### src/rtl/pipe_ctrl_pkg.sv
// Shared types and constants for the pipeline sequencer and the stage registers it drives.
// Control words are packed as {pc_en, four stage enables, four stage flushes}.
package pipe_ctrl_pkg;

    typedef enum logic [1:0] {
        ST_INIT     = 2'd0,
        ST_RUN      = 2'd1,
        ST_MEM_WAIT = 2'd2,
        ST_HALT     = 2'd3
    } pipe_state_e;

    localparam logic [4:0] REG_ZERO = 5'd0;

    // Bubble contents loaded by any stage register whose flush is asserted.
    localparam logic [31:0] BUBBLE_IR   = 32'd0;
    localparam logic [15:0] BUBBLE_CTRL = 16'd0;

    typedef struct packed {
        logic pc_en;
        logic if_id_en;
        logic id_ex_en;
        logic ex_mem_en;
        logic mem_wb_en;
        logic if_id_flush;
        logic id_ex_flush;
        logic ex_mem_flush;
        logic mem_wb_flush;
    } pipe_ctrl_t;

    // Every flush is paired with its enable so a bubble is actually loaded.
    localparam pipe_ctrl_t CTRL_FREEZE   = pipe_ctrl_t'(9'b0_0000_0000);
    localparam pipe_ctrl_t CTRL_INIT     = pipe_ctrl_t'(9'b0_1111_1111);
    localparam pipe_ctrl_t CTRL_RUN      = pipe_ctrl_t'(9'b1_1111_0000);
    localparam pipe_ctrl_t CTRL_REDIRECT = pipe_ctrl_t'(9'b1_1111_1100);
    localparam pipe_ctrl_t CTRL_LOAD_USE = pipe_ctrl_t'(9'b0_0111_0100);

    // Redirect wins over load-use: the dependent instruction is squashed anyway.
    function automatic pipe_ctrl_t resolve_hazard(input logic redirect, input logic load_use);
        pipe_ctrl_t c;
        if (redirect) begin
            c = CTRL_REDIRECT;
        end else if (load_use) begin
            c = CTRL_LOAD_USE;
        end else begin
            c = CTRL_RUN;
        end
        return c;
    endfunction

endpackage

### src/rtl/hazard_detect.sv
// Combinational load-use comparator between the load in EX and the instruction in ID.
// Register zero never creates a dependency.
module hazard_detect
    import pipe_ctrl_pkg::*;
(
    input  logic [4:0] id_rs,
    input  logic [4:0] id_rt,
    input  logic       id_uses_rt,
    input  logic       ex_mem_read,
    input  logic [4:0] ex_rd,
    output logic       load_use
);

    logic rs_hit_s;
    logic rt_hit_s;

    assign rs_hit_s = (ex_rd == id_rs);
    assign rt_hit_s = id_uses_rt & (ex_rd == id_rt);
    assign load_use = ex_mem_read & (ex_rd != REG_ZERO) & (rs_hit_s | rt_hit_s);

endmodule

### src/rtl/pipeline_ctrl.sv
// Central sequencer for the 5-stage core: post-reset bubbling, hazard stalls/flushes,
// data-memory freeze and fatal memory timeout. Control outputs are Mealy.
module pipeline_ctrl
    import pipe_ctrl_pkg::*;
#(
    parameter int INIT_CYCLES = 4,
    parameter int MEM_TIMEOUT = 64,
    parameter int CNT_W       = 16
) (
    input  logic             clk,
    input  logic             reset,
    input  logic [4:0]       id_rs,
    input  logic [4:0]       id_rt,
    input  logic             id_uses_rt,
    input  logic             ex_mem_read,
    input  logic [4:0]       ex_rd,
    input  logic             ex_redirect,
    input  logic             mem_req,
    input  logic             mem_ready,
    output logic             pc_en,
    output logic             if_id_en,
    output logic             id_ex_en,
    output logic             ex_mem_en,
    output logic             mem_wb_en,
    output logic             if_id_flush,
    output logic             id_ex_flush,
    output logic             ex_mem_flush,
    output logic             mem_wb_flush,
    output logic             halted,
    output logic [CNT_W-1:0] stall_count,
    output logic [1:0]       state
);

    localparam int INIT_W = $clog2(INIT_CYCLES + 1);
    localparam int WAIT_W = $clog2(MEM_TIMEOUT + 1);
    localparam logic [INIT_W-1:0] INIT_LAST = INIT_W'(INIT_CYCLES - 1);
    localparam logic [WAIT_W-1:0] WAIT_LAST = WAIT_W'(MEM_TIMEOUT - 1);
    localparam logic [WAIT_W-1:0] WAIT_ONE  = WAIT_W'(1);
    localparam logic [CNT_W-1:0]  STALL_MAX = {CNT_W{1'b1}};

    pipe_state_e       state_r;
    pipe_state_e       next_state_s;
    logic [INIT_W-1:0] init_cnt_r;
    logic [WAIT_W-1:0] wait_cnt_r;
    logic [CNT_W-1:0]  stall_cnt_r;
    logic              halted_r;
    logic              load_use_s;
    logic              mem_stall_s;
    logic              stall_inc_s;
    pipe_ctrl_t        ctrl_s;

    hazard_detect u_hazard_detect (
        .id_rs       (id_rs),
        .id_rt       (id_rt),
        .id_uses_rt  (id_uses_rt),
        .ex_mem_read (ex_mem_read),
        .ex_rd       (ex_rd),
        .load_use    (load_use_s)
    );

    assign mem_stall_s = mem_req & ~mem_ready;

    // Next-state and control-word selection from current state and inputs.
    always_comb begin
        ctrl_s       = CTRL_FREEZE;
        next_state_s = state_r;
        case (state_r)
            ST_INIT: begin
                ctrl_s = CTRL_INIT;
                if (init_cnt_r == INIT_LAST) begin
                    next_state_s = ST_RUN;
                end else begin
                    next_state_s = ST_INIT;
                end
            end
            ST_RUN: begin
                if (mem_stall_s) begin
                    ctrl_s       = CTRL_FREEZE;
                    next_state_s = ST_MEM_WAIT;
                end else begin
                    ctrl_s       = resolve_hazard(ex_redirect, load_use_s);
                    next_state_s = ST_RUN;
                end
            end
            ST_MEM_WAIT: begin
                if (mem_ready) begin
                    ctrl_s       = resolve_hazard(ex_redirect, load_use_s);
                    next_state_s = ST_RUN;
                end else if (wait_cnt_r == WAIT_LAST) begin
                    ctrl_s       = CTRL_FREEZE;
                    next_state_s = ST_HALT;
                end else begin
                    ctrl_s       = CTRL_FREEZE;
                    next_state_s = ST_MEM_WAIT;
                end
            end
            ST_HALT: begin
                ctrl_s       = CTRL_FREEZE;
                next_state_s = ST_HALT;
            end
            default: begin
                ctrl_s       = CTRL_FREEZE;
                next_state_s = ST_INIT;
            end
        endcase
    end

    // Sequencer state, init/wait counters and sticky halt flag.
    always_ff @(posedge clk or posedge reset) begin
        if (reset) begin
            state_r    <= ST_INIT;
            init_cnt_r <= '0;
            wait_cnt_r <= '0;
            halted_r   <= 1'b0;
        end else begin
            state_r <= next_state_s;
            case (state_r)
                ST_INIT: begin
                    init_cnt_r <= init_cnt_r + 1'b1;
                    wait_cnt_r <= '0;
                end
                ST_RUN: begin
                    init_cnt_r <= '0;
                    wait_cnt_r <= mem_stall_s ? WAIT_ONE : '0;
                end
                ST_MEM_WAIT: begin
                    init_cnt_r <= '0;
                    wait_cnt_r <= mem_ready ? '0 : wait_cnt_r + 1'b1;
                end
                ST_HALT: begin
                    init_cnt_r <= '0;
                    wait_cnt_r <= '0;
                end
                default: begin
                    init_cnt_r <= '0;
                    wait_cnt_r <= '0;
                end
            endcase
            if (next_state_s == ST_HALT) begin
                halted_r <= 1'b1;
            end else begin
                halted_r <= halted_r;
            end
        end
    end

    // Only live pipeline states count PC stalls; INIT and HALT are excluded.
    assign stall_inc_s = ((state_r == ST_RUN) || (state_r == ST_MEM_WAIT)) && !ctrl_s.pc_en;

    // Saturating PC-stall counter.
    always_ff @(posedge clk or posedge reset) begin
        if (reset) begin
            stall_cnt_r <= '0;
        end else if (stall_inc_s && (stall_cnt_r != STALL_MAX)) begin
            stall_cnt_r <= stall_cnt_r + 1'b1;
        end else begin
            stall_cnt_r <= stall_cnt_r;
        end
    end

    assign pc_en        = ctrl_s.pc_en;
    assign if_id_en     = ctrl_s.if_id_en;
    assign id_ex_en     = ctrl_s.id_ex_en;
    assign ex_mem_en    = ctrl_s.ex_mem_en;
    assign mem_wb_en    = ctrl_s.mem_wb_en;
    assign if_id_flush  = ctrl_s.if_id_flush;
    assign id_ex_flush  = ctrl_s.id_ex_flush;
    assign ex_mem_flush = ctrl_s.ex_mem_flush;
    assign mem_wb_flush = ctrl_s.mem_wb_flush;
    assign halted       = halted_r;
    assign stall_count  = stall_cnt_r;
    assign state        = state_r;

endmodule

### config.mk
export PLATFORM = sky130hd
export DESIGN_NAME = pipeline_ctrl
export DESIGN_NICKNAME = d
export VERILOG_FILES = /design/src/rtl/pipe_ctrl_pkg.sv /design/src/rtl/hazard_detect.sv /design/src/rtl/pipeline_ctrl.sv
export SDC_FILE = /design/constraint.sdc
export NUM_CORES = 1
export LEC_CHECK = 0
export ABC_CLOCK_PERIOD_IN_PS = 5790
export BUFFER_PORTS_ARGS = -buffer_cell sky130_fd_sc_hd__buf_4
export CORE_ASPECT_RATIO = 1.25
export CORE_UTILIZATION = 54
export CTS_CLUSTER_SIZE = 28
export DETAILED_ROUTE_END_ITERATION = 6
export MAX_ROUTING_LAYER = met4
export PLACE_DENSITY = 0.84
export SETUP_SLACK_MARGIN = 0.05
export SLEW_MARGIN = 15
export SYNTH_ARGS = -nofsm -noshare
export SYNTH_HDL_FRONTEND = slang
export SYNTH_SLANG_ARGS = --single-unit
### constraint.sdc
create_clock -name clk -period 5.79 [get_ports clk]
set_input_delay 0.579 -clock clk [delete_from_list [all_inputs] [get_ports clk]]
set_output_delay 0.579 -clock clk [all_outputs]
set_load 0.1 [all_outputs]
======== Yosys cells after proc, flatten, opt, wreduce, memory -nomap -nowiden ========
Index checks and enable logic that the tools add are counted.
cells by class
  $add $sub $neg .......................... 3
  equality and inequality tests ........... 9
  muxes and demuxes ....................... 14
  bitwise gates (word level) .............. 6
  reduce and logical (&&, ||, !) cells .... 8
operator list
  operator                                                                count
  9-bit 2-to-1 mux                                                        4
  9-bit one-hot mux with 4 select lines                                   1
  7-bit one-hot mux with 3 select lines                                   1
  16-bit by 1-bit adder with 16-bit output (second input constant)        1
  16-bit != test (second input constant)                                  1
  5-bit equality test                                                     2
  2-bit one-hot mux with 4 select lines                                   1
  7-bit by 1-bit adder with 7-bit output (second input constant)          1
  7-bit by 6-bit equality test with 1-bit output (second input constant)  1
  7-bit 2-to-1 mux                                                        1
  2-bit equality test (second input constant)                             3
  3-bit one-hot mux with 2 select lines                                   1
  5-bit nonzero test                                                      1
  1-bit AND                                                               4
  2-bit 2-to-1 mux                                                        2
  3-bit by 1-bit adder with 3-bit output (second input constant)          1
  3-bit by 2-bit equality test with 1-bit output (second input constant)  1
  1-bit 2-to-1 mux                                                        3
  3-bit OR reduction                                                      1
  2-bit by 1-bit equality test with 1-bit output (second input constant)  1
  1-bit logical AND                                                       2
  2-bit logical NOT                                                       1
  2-bit OR reduction                                                      1
  1-bit logical NOT                                                       1
  other kinds (3)                                                         3
word-level totals
  register bits after elaboration ......... 29

======== Logic depth before layout (Yosys ltp) ========
Gate-level depths: netlist of the first run.
  depth in word-level cells ............... 11
  gate-level depth with buffers ........... 9

======== By module ========
A second synthesis of the first run with hierarchy kept.
second synthesis, totals
  cell total of the unflattened synthesis .. 155
  area total of the unflattened synthesis .. 1,630.3 um2
by module, submodules not included
  module         times used  cells an instance  area an instance (um2)
  pipeline_ctrl  1           138                1,497.7
  hazard_detect  1           17                 132.6

======== Least setup slack after synthesis of the first run ========
OpenSTA, ideal clock, no wires.
  path kind ............................... reg-to-output
  start point ............................. register state_r[0], in the netlist state[0]
  end point ............................... output id_ex_flush
  arrival ................................. 3.692 ns
  data required time ...................... 5.211 ns
  setup slack ............................. 1.519 ns
  cell stages (with the launch flop) ...... 6
  path buffers ............................ 1
  cell sequence ........................... dfrtp_1 inv_1 ha_1 clkbuf_1 nor2_1 a21oi_1
between the ends
  word-level cells in the longest chain between the ends .. 2
  elaborated cells between the ends (all ways) .. 5
  those cells by class .................... 3 x eq/ne; 1 x mux; 1 x reduce/logical
ends and longest elaborated chain
  what                                         RTL line              RTL
  start: declaration                           pipeline_ctrl.sv:41   pipe_state_e state_r;
  start signal: assignment                     pipeline_ctrl.sv:116  state_r <= next_state_s;
  2-bit equality test (tied with other cells)  pipeline_ctrl.sv:67   case (state_r)
  9-bit one-hot mux with 4 select lines (*)    pipeline_ctrl.sv:67
  end: declaration                             pipeline_ctrl.sv:26   output logic id_ex_flush,
Every way passes the cells marked *; elsewhere a longest branch is shown, timed or not.

======== Worst setup path in the final report of the first run ========
  start point ............................. input ex_rd[3]
  end point ............................... output if_id_en
between the ends
  word-level cells in the longest chain between the ends .. 8
  elaborated cells between the ends (all ways) .. 12
  those cells by class .................... 2 x eq/ne; 5 x mux; 4 x bitwise; 1 x reduce/logical
ends and longest elaborated chain
  what                                        RTL line                                  RTL
  start: declaration                          pipeline_ctrl.sv:16                       input logic [4:0] ex_rd,
  5-bit equality test                         hazard_detect.sv:18                       assign rt_hit_s = id_uses_rt & (ex_rd == id_rt);
  1-bit AND                                   hazard_detect.sv:18
  1-bit bitwise OR                            hazard_detect.sv:19                       assign load_use = ex_mem_read & (ex_rd != REG_ZERO) & (rs_hit_s | rt_hit_s);
  1-bit AND (*)                               hazard_detect.sv:19
  9-bit 2-to-1 mux (*)                        pipe_ctrl_pkg.sv:42                       end else if (load_use) begin
  9-bit 2-to-1 mux (*)                        pipe_ctrl_pkg.sv:40                       if (redirect) begin
  9-bit 2-to-1 mux, on equally long branches  pipeline_ctrl.sv:86, pipeline_ctrl.sv:77
  9-bit one-hot mux with 4 select lines (*)   pipeline_ctrl.sv:67
  end: declaration                            pipeline_ctrl.sv:21                       output logic if_id_en,
Marked as above.

==> results of run 1 <==
[through the flow]
| stage | power, uW | hold WS, ns | instance area [um^2] | utilization |
|---|---|---|---|---|
| after floorplan | 892 | 0.409 | 1620 | - |
| after global placement | 1000 | 0.423 | 1990 | 0.722 |
| after detailed placement | 1020 | 0.437 | 1990 | 0.722 |
| after CTS | 1160 | 0.393 | 2060 | 0.747 |
| after global routing | 1210 | 0.350 | 2060 | 0.747 |
| final | 1150 | 0.309 | 2060 | 0.747 |
[where the power goes]
group,total (uW),internal (uW),switching [uW]
Combinational,727,160,567
Clock,142,70.3,72.1
Sequential,282,240,41.8
Total,1150,470,681
[final cells by class]
| class | count | share of cell area |
|---|---|---|
| multi-input cells | 112 | 0.395 |
| flip-flops and latches | 29 | 0.352 |
| repair buffers | 49 | 0.179 |
| clock buffers | 7 | 0.0316 |
| well taps | 34 | 0.0206 |
| inverters | 11 | 0.0200 |
| clock inverters | 1 | 0.00243 |
[registers in the layout, indices dropped and copies added, names as in the netlist]
name,cells
state,2
wait_cnt_r,7
halted,1
init_cnt_r,3
stall_count,16
[critical path, stage by stage]
cell      delay (ns)
buf_4           0.12
xor2_1          0.17
nor4_2          0.25
a32oi_1         0.19
a211o_2         0.35
o21ai_0         0.21
nand2b_1        0.08
buf_4           0.23
[cells by family (layout without fill, tap and decap cells)]
group / count (synthesis) / in the layout
and+or+nand+nor: 56 / 56
xor gates and xnor gates: 30 / 30
DFF: 29 / 29
AOI/OAI and AO/OA: 17 / 17
buffers and inverters: 17 / 68
adders and majority gates: 8 / 8
muxes: 1 / 1
[layer usage]
layer,vias to the layer above,share of wire
li1,640,-
met1,623,0.41
met2,46,0.51
met3,7,0.055
met4,0,0.023
met5,-,0
[cells in the final DEF, fill, tap and decap left out, types with 7 or more instances in the layout]
cell type  count
dfrtp_1       29
ha_1           8
xor2_1        13
buf_4         49
and3_1         7
nand4_1       13
inv_1         10
nor2_1        16
xnor2_1       17
[final timing paths]
check	startpoint	to	slack [ns]	cells after the start
min in group clk	mem_ready	wait_cnt_r[0]	0.41	2
hold / removal	reset	stall_count[10]	0.31	2
max in group asynchronous	reset	stall_count[6]	5.09	2
hold reg to reg	init_cnt_r[0]	init_cnt_r[0]	0.45	1
setup / recovery	ex_rd[3]	if_id_en	3.01	8
setup reg to reg	stall_count[0]	stall_count[1]	3.73	6
==> flow_metrics.py, run 1 <==
metrics = {
    "yosys": {
        "synth_top_family_by_area": "simple AND/OR/NAND/NOR gates",
        "synth_most_common_cell": "dfrtp_1",
        "syn_area_um2": 1620,
        "synth_mux_area_frac": 0.00694,
        "ys_top_cells_by_count": "dfrtp_1 (29), xnor2_1 (17), nor2_1 (16)",
        "ys_warn_count": 0,
        "synth_compound_area_frac": 0.0841,
        "synth_top_area_cell": "dfrtp_1",
        "synthXorXnorAreaFrac": 0.162,
        "syn_nets": 188,
        "yosysUniqueCellTypes": 34,
        "synthTopCellsByArea": "dfrtp_1 (45%), xnor2_1 (9.2%), xor2_1 (7.0%)",
        "synth-async-reset-ratio": 1.00,
        "yosysTopAreaCellShare": 0.448,
        "syn_area_per_cell_um2": 10.3,
        "synth_cells": 158,
        "synth_edf_count": 0,
        "synth-simple-area-share": 0.187,
        "yosysSeqAreaShare": 0.448,
        "ys.flop_type": "dfrtp_1",
        "ys_ff_latch": 29,
        "synth_fa_ha_area_frac": 0.0617,
    },
    "global_route": {
        "grt_overflow_total": 0,
        "busiest_layer": "met2",
        "grt_pass1_wl_mm": 5.59,
        "grtUsageTotal": 0.242,
        "antenna_found_initial": 0,
        "grt_max_degree": 30,
        "grtUsageMet3": 0.0821,
        "grt_pass1_vias": 1310,
        "grtUsageMet1": 0.273,
        "met2_usage": 0.385,
    },
    "final_layout": {
        "multi_input_area_um2": 813,
        "area_delta_synth_final_pct": 27.1,
        "seq_area_um2": 726,
        "drive_gt1_frac": 0.311,
        "final_nets": 238,
        "n_fill_cell": 206,
        "diodes": 0,
        "final_cells": 243,
    },
    "timing": {
        "period_share": 0.480,
        "slew_headroom": 0.600,
        "hold_viol": 0,
        "worst_slew_pin_slew_ns": 0.600,
        "fin_setup_tns_ns": 0,
        "slew_violations": 0,
        "period_minus_slack_ns": 2.78,
        "finClkSkew_ns": 0.00357,
        "rsz0062_at_grt": "false",
        "setup_violations": 0,
        "fin_ws_ns": 3.01,
        "fmaxAchievable_ghz": 0.360,
    },
    "route": {
        "drc": 0,
        "firstDrtPassIters": 4,
        "finalWirelength_mm": 3.27,
        "num_vias": 1316,
        "ant_nets": 0,
        "drtIter0Drc": 33,
        "wl_per_cell_um": 13.5,
        "vias_per_cell": 5.42,
    },
    "cts": {
        "cts.sinks": 29,
        "cts-root-buf": "clkbuf_4",
        "cts_setup_buffers": 0,
        "clkTransAtPathRegs_ns": 0.09,
        "cts_tree": "yes",
        "clock_path_buffers": 2,
        "cts_inserted_buffers": 5,
        "cts_max_level": 2,
        "cts_resized": 0,
        "ctsHoldBuffers": 0,
        "clock_latency_ns": 0.33,
    },
    "placed_design": {
        "dp_hpwl_mm": 2.50,
        "dpl.cell_count": 235,
        "pre_cts_slack_ns": 3.00,
        "place.gp.congestion": 0.796,
        "portBuffers": 49,
    },
    "critical_path": {
        "crit_fanout": 3,
        "arrival_ns": 2.20,
        "worst_setup_path_end_kind": "output pin",
        "required_ns": 5.21,
        "cp-start-kind": "input port",
        "path_class": "input port to output pin",
    },
    "floorplan": {
        "dieArea_um2": 3230,
        "core_area_um2": 2760,
        "io_pins": 50,
        "die_x_um": 51.0,
        "start_util": 0.588,
        "std_cell_rows": 21,
        "die_h_um": 63.3,
    },
    "power": {
        "leakagePower_uw": 0.000992,
        "peakVddDrop_uv": 685,
        "power_density_nw_per_um2": 559,
    },
    "status": {
        "outcome": "finished clean",
    },
    "job": {
        "drv_cap": 0,
    },
    "min_path": {
        "hp-class": "input port to async pin",
    },
}
Note: power is estimated with default switching activity, not from simulation.
==> inputs of run 2 (changes only) <==
Settings changed: ABC_CLOCK_PERIOD_IN_PS 5790 to 2900, CORE_UTILIZATION 54 to 51, PLACE_DENSITY 0.84 to 0.8.
Clock period 5.79 ns to 2.9 ns, I/O delays scaled along.
==> run 2 against run 1 <==
  * Worst setup slack worse by 2.6 ns
  * Total power grew 99%
  * Die area grew 5.7%
  * Critical endpoint is now ex_mem_en
  * Clock power rose by 71%
  * Non-clock buffer count increased by 1
  * First-iteration DRC count fell by 70%
  * Sequential cell count unchanged
  * Highest routed layer unchanged
  * Wire length up 5.0%
  * Global-route usage decreased by 1.0 points
  * Cell count up 1.2%
==> flow_metrics.py, run 2 (synthesized netlist as in run 1, its figures left out) <==
metrics = {
    "critical_path": {
        "cp-start-kind": "register",
        "crit_chain": "ha_1, o21a_1, a21o_1, nor2_1, clkinvlp_4, buf_4",
        "r2r_cells": 6,
        "r2r-end": "stall_count[1]",
        "regToRegSetupSlack_ns": 0.79,
        "max_stage_delay_ns": 0.50,
        "crit_path_top_delay_cell": "dfrtp_4",
        "required_ns": 2.61,
        "path_class": "register to output pin",
        "crit_fanout": 7,
        "worst_setup_path_end_kind": "output pin",
        "arrival_ns": 2.22,
        "rr_startpoint": "state[0]",
    },
    "power": {
        "power_density_nw_per_um2": 1100,
        "leakagePower_uw": 0.000982,
        "peakVddDrop_uv": 899,
        "finalPower_uw": 2290,
    },
    "global_route": {
        "grtUsageTotal": 0.232,
        "grt_overflow_total": 0,
        "grt_max_degree": 30,
        "grt_pass1_vias": 1264,
        "grt_pass1_wl_mm": 5.60,
        "antenna_found_initial": 0,
    },
    "placed_design": {
        "dp_hpwl_mm": 2.59,
        "placed_cell_area_um2": 2020,
        "portBuffers": 49,
        "place.gp.congestion": 0.855,
        "pre_cts_slack_ns": 0.616,
    },
    "cts": {
        "ctsHoldBuffers": 0,
        "cts_setup_buffers": 0,
        "cts_tree": "yes",
        "clock_path_buffers": 2,
        "cts.sinks": 29,
        "clkTransAtPathRegs_ns": 0.10,
        "cts_resized": 0,
        "cts-root-buf": "clkbuf_4",
        "clock_latency_ns": 0.33,
        "cts_inserted_buffers": 5,
        "cts_max_level": 2,
    },
    "final_layout": {
        "final_nets": 239,
        "largest_register_ffs": 16,
        "area_delta_synth_final_pct": 28.0,
        "stdcell_area_um2": 2080,
        "utilization": 0.698,
        "layout_commonest_cell": "buf_4",
        "diodes": 0,
        "layout_common_cells": "buf_4 (50), dfrtp_1 (27), xnor2_1 (17)",
        "drive_gt1_frac": 0.338,
        "n_fill_cell": 216,
    },
    "timing": {
        "period_minus_slack_ns": 2.51,
        "period_share": 0.865,
        "setup_violations": 0,
        "hold_viol": 0,
        "fmaxAchievable_ghz": 0.399,
        "fin_ws_ns": 0.391,
        "slew_violations": 0,
        "fin_setup_tns_ns": 0,
        "worst_slew_pin_slew_ns": 0.455,
        "slew_headroom": 0.696,
        "rsz0062_at_grt": "false",
        "finClkSkew_ns": 0.00897,
    },
    "route": {
        "num_vias": 1320,
        "firstDrtPassIters": 4,
        "wl_per_cell_um": 14.0,
        "vias_per_cell": 5.37,
        "drtIter0Drc": 10,
        "drc": 0,
        "finalWirelength_mm": 3.44,
        "ant_nets": 0,
    },
    "floorplan": {
        "dieArea_um2": 3410,
        "die_x_um": 52.4,
        "start_util": 0.545,
        "io_pins": 50,
        "std_cell_rows": 22,
        "die_h_um": 65.0,
        "core_area_um2": 2970,
    },
    "job": {
        "drv_cap": 0,
    },
    "min_path": {
        "hp-class": "input port to async pin",
    },
    "status": {
        "outcome": "finished clean",
    },
}
[run 2: changes by cell type in the layout (fill, tap and decap cells not counted), moves of 2 or more]
cell	change
dfrtp_4	+2
clkbuf_8	-2
clkinvlp_4	+2
dfrtp_1	-2
[run 2: worst max-delay path, delay by kind of cell (launching register included)]
family | cells | cell delay [ns]
and+or+nand+nor | 1 | 0.29
buffers and inverters | 2 | 0.43
AOI/OAI and AO/OA | 2 | 0.38
adders and majority gates | 1 | 0.28
DFF | 1 | 0.50
[run 2: report_power, final]
| part | switching, uW | internal, uW | total, uW |
|---|---|---|---|
| registers | 85.7 | 484 | 570 |
| logic | 1150 | 328 | 1480 |
| clock network | 152 | 91.2 | 243 |
| total | 1390 | 903 | 2290 |
[run 2: worst max path at each step]
stage / startpoint / end / cells after the start
finish: state[0] / ex_mem_en / 6
global placement: ex_rd[3] / if_id_en / 8
CTS: state[0] / ex_mem_en / 6
global route: state[0] / ex_mem_en / 6
floorplan: state[0] / id_ex_flush / 5
detailed placement: ex_rd[3] / if_id_en / 8
[run 2: stage by stage]
step	cells	hold WS [ns]
6_report	246	0.0163
5_1_grt	246	0.0488
4_1_cts	246	0.0210
3_5_place_dp	238	0.385
3_3_place_gp	238	0.375
2_1_floorplan	158	0.356
[run 2: layout make-up]
cell class,instances,area (um^2),area share
Clock inverter,3,17.5,0.00844
Timing Repair Buffer,50,375,0.181
Multi-Input combinational cell,112,822,0.396
Sequential cell,29,733,0.353
Clock buffer,5,37.5,0.0181
Tap cell,36,45.0,0.0217
Inverter,11,45.0,0.0217
[run 2: layer usage]
layer  track usage  up-vias  wire length [um]
met4        0.0789        0                71
met5             -        -                 0
met1         0.263      645              1420
met2         0.384       31              1800
met3        0.0657        7               140
li1              -      637                 -
==> inputs of run 3 (changes only) <==
Settings changed: ABC_CLOCK_PERIOD_IN_PS 2900 to 2290, CORE_UTILIZATION 51 to 46, PLACE_DENSITY 0.8 to 0.76, REMOVE_ABC_BUFFERS set to 1, TNS_END_PERCENT set to 30.
Clock period 2.9 ns to 2.29 ns, I/O delays scaled along.
==> run 3 against run 2 <==
  * Register-to-register slack worse by 0.60 ns
  * Cell count rose by 0.41%
  * Highest routed layer unchanged
  * Wire length decreased by 1.0%
  * Sequential share of layout area fell by 1.4 points
  * Worst hold slack worse by 0.0036 ns
  * Clock power rose to 2.6 times the previous value
  * Global-route usage is 2.4 points lower
  * Total power grew 40%
  * Critical endpoint is now mem_wb_en
  * Via count shrank 3.1%
  * Largest cell class unchanged
  * Final area rose by 3.2%
  * First-iteration DRC count rose to 2.8 times the previous value
==> flow_metrics.py, run 3 (synthesized netlist as in run 1, its figures left out) <==
metrics = {
    "status": {
        "outcome": "finished clean",
    },
    "global_route": {
        "grt_pass1_wl_mm": 5.26,
        "antenna_found_initial": 0,
        "grt_max_degree": 30,
        "grtUsageTotal": 0.207,
        "grt_overflow_total": 0,
        "grt_pass1_vias": 1185,
    },
    "route": {
        "wl_met3_um": 124,
        "wl_per_cell_um": 13.8,
        "dr_wl_met2_mm": 1.85,
        "finalWirelength_mm": 3.40,
        "firstDrtPassIters": 3,
        "drc": 0,
        "num_vias": 1279,
        "top_layer": "met4",
        "ant_nets": 0,
        "drtIter0Drc": 28,
        "vias_per_cell": 5.18,
        "wirelength_met1_mm": 1.36,
    },
    "cts": {
        "cts-root-buf": "clkbuf_8",
        "cts.sinks": 29,
        "clock_latency_ns": 0.28,
        "clkTransAtPathRegs_ns": 0.06,
        "cts_inserted_buffers": 5,
        "cts_resized": 0,
        "cts_setup_buffers": 0,
        "clock_path_buffers": 2,
        "cts_max_level": 2,
        "cts_tree": "yes",
        "ctsHoldBuffers": 0,
    },
    "final_layout": {
        "layout_commonest_cell": "buf_4",
        "drive_gt1_frac": 0.314,
        "final_cells": 247,
        "area_delta_synth_final_pct": 32.1,
        "final_nets": 239,
        "seq_area_um2": 726,
        "n_fill_cell": 285,
        "diodes": 0,
        "layout_common_cells": "buf_4 (49), dfrtp_1 (29), xnor2_1 (17)",
        "multi_input_area_um2": 816,
        "largest_register_ffs": 16,
    },
    "power": {
        "leakagePower_uw": 0.00103,
        "peakVddDrop_uv": 1250,
        "power_density_nw_per_um2": 1490,
    },
    "floorplan": {
        "std_cell_rows": 23,
        "io_pins": 50,
        "core_area_um2": 3280,
        "dieArea_um2": 3770,
        "die_x_um": 55.1,
        "die_h_um": 68.4,
        "start_util": 0.494,
    },
    "timing": {
        "whs_ns": 0.0126,
        "fmaxAchievable_ghz": 0.472,
        "slew_violations": 0,
        "finClkSkew_ns": 0.00402,
        "period_share": 0.924,
        "rsz0062_at_grt": "true",
        "period_minus_slack_ns": 2.12,
        "setup_violations": 0,
        "hold_viol": 0,
        "slew_headroom": 0.689,
        "worst_slew_pin_slew_ns": 0.462,
    },
    "critical_path": {
        "worst_setup_path_end_kind": "output pin",
        "crit_fanout": 5,
        "path_class": "register to output pin",
        "cp-start-kind": "register",
        "required_ns": 2.06,
        "arrival_ns": 1.89,
    },
    "job": {
        "drv_cap": 0,
    },
    "min_path": {
        "hp-class": "input port to async pin",
    },
    "placed_design": {
        "portBuffers": 49,
        "dp_hpwl_mm": 2.62,
        "place.gp.congestion": 0.849,
        "dpl.cell_count": 239,
    },
}
==> run 3: changes by cell type in the layout (fill, tap and decap cells not counted), sizes merged <==
cell,delta
clkinvlp,-2
inv,+1
bufinv,+2
clkinv,-1
==> run 3: worst max-delay path, stage by stage, from the launching register on <==
cell and delay, ns:
dfrtp_1 0.40, inv_1 0.09, ha_1 0.26, o21a_1 0.21
a21o_1 0.18, nor2_2 0.14, inv_1 0.09, buf_4 0.24
==> run 3: final cells by class <==
cell class | instances | area share
multi-input cells | 112 | 0.381
flip-flops and latches | 29 | 0.339
repair buffers | 50 | 0.177
clock buffers | 5 | 0.0321
clock inverters | 3 | 0.0304
well taps | 37 | 0.0216
inverters | 11 | 0.0193
==> run 3: path summary, 6_finish.rpt <==
check	startpoint	endpoint	slack, ns	cells after the start
setup / recovery	state[0]	mem_wb_en	0.17	7
hold / removal	reset	stall_count[11]	0.01	3
setup reg to reg	state[0]	stall_count[1]	0.19	7
hold reg to reg	init_cnt_r[0]	init_cnt_r[0]	0.45	1
max in group asynchronous	reset	stall_count[5]	2.01	3
min in group clk	mem_ready	wait_cnt_r[0]	0.12	2
==> run 3: per-stage QoR <==
stage          TNS (ns)  area [um^2]   util  worst slack (ns)  power [uW]
2_1_floorplan    -39.28         1580      -             -2.56        2190
3_3_place_gp          0         2000  0.610             0.219        2540
3_5_place_dp          0         2000  0.610             0.191        2570
4_1_cts               0         2140  0.651             0.102        3210
5_1_grt               0         2140  0.653            0.0421        3320
6_report              0         2140  0.653             0.173        3190
==> run 3: where the power goes <==
| part | total [uW] | switching (uW) | internal (uW) |
|---|---|---|---|
| clock | 624 | 192 | 432 |
| sequential | 721 | 113 | 608 |
| combinational | 1850 | 1440 | 407 |
==> run 3: layer usage <==
layer | GRT usage | vias to the layer above
met2 | 0.367 | 24
met5 | - | -
li1 | - | 642
met4 | 0.0813 | 0
met3 | 0.0689 | 9
met1 | 0.202 | 604
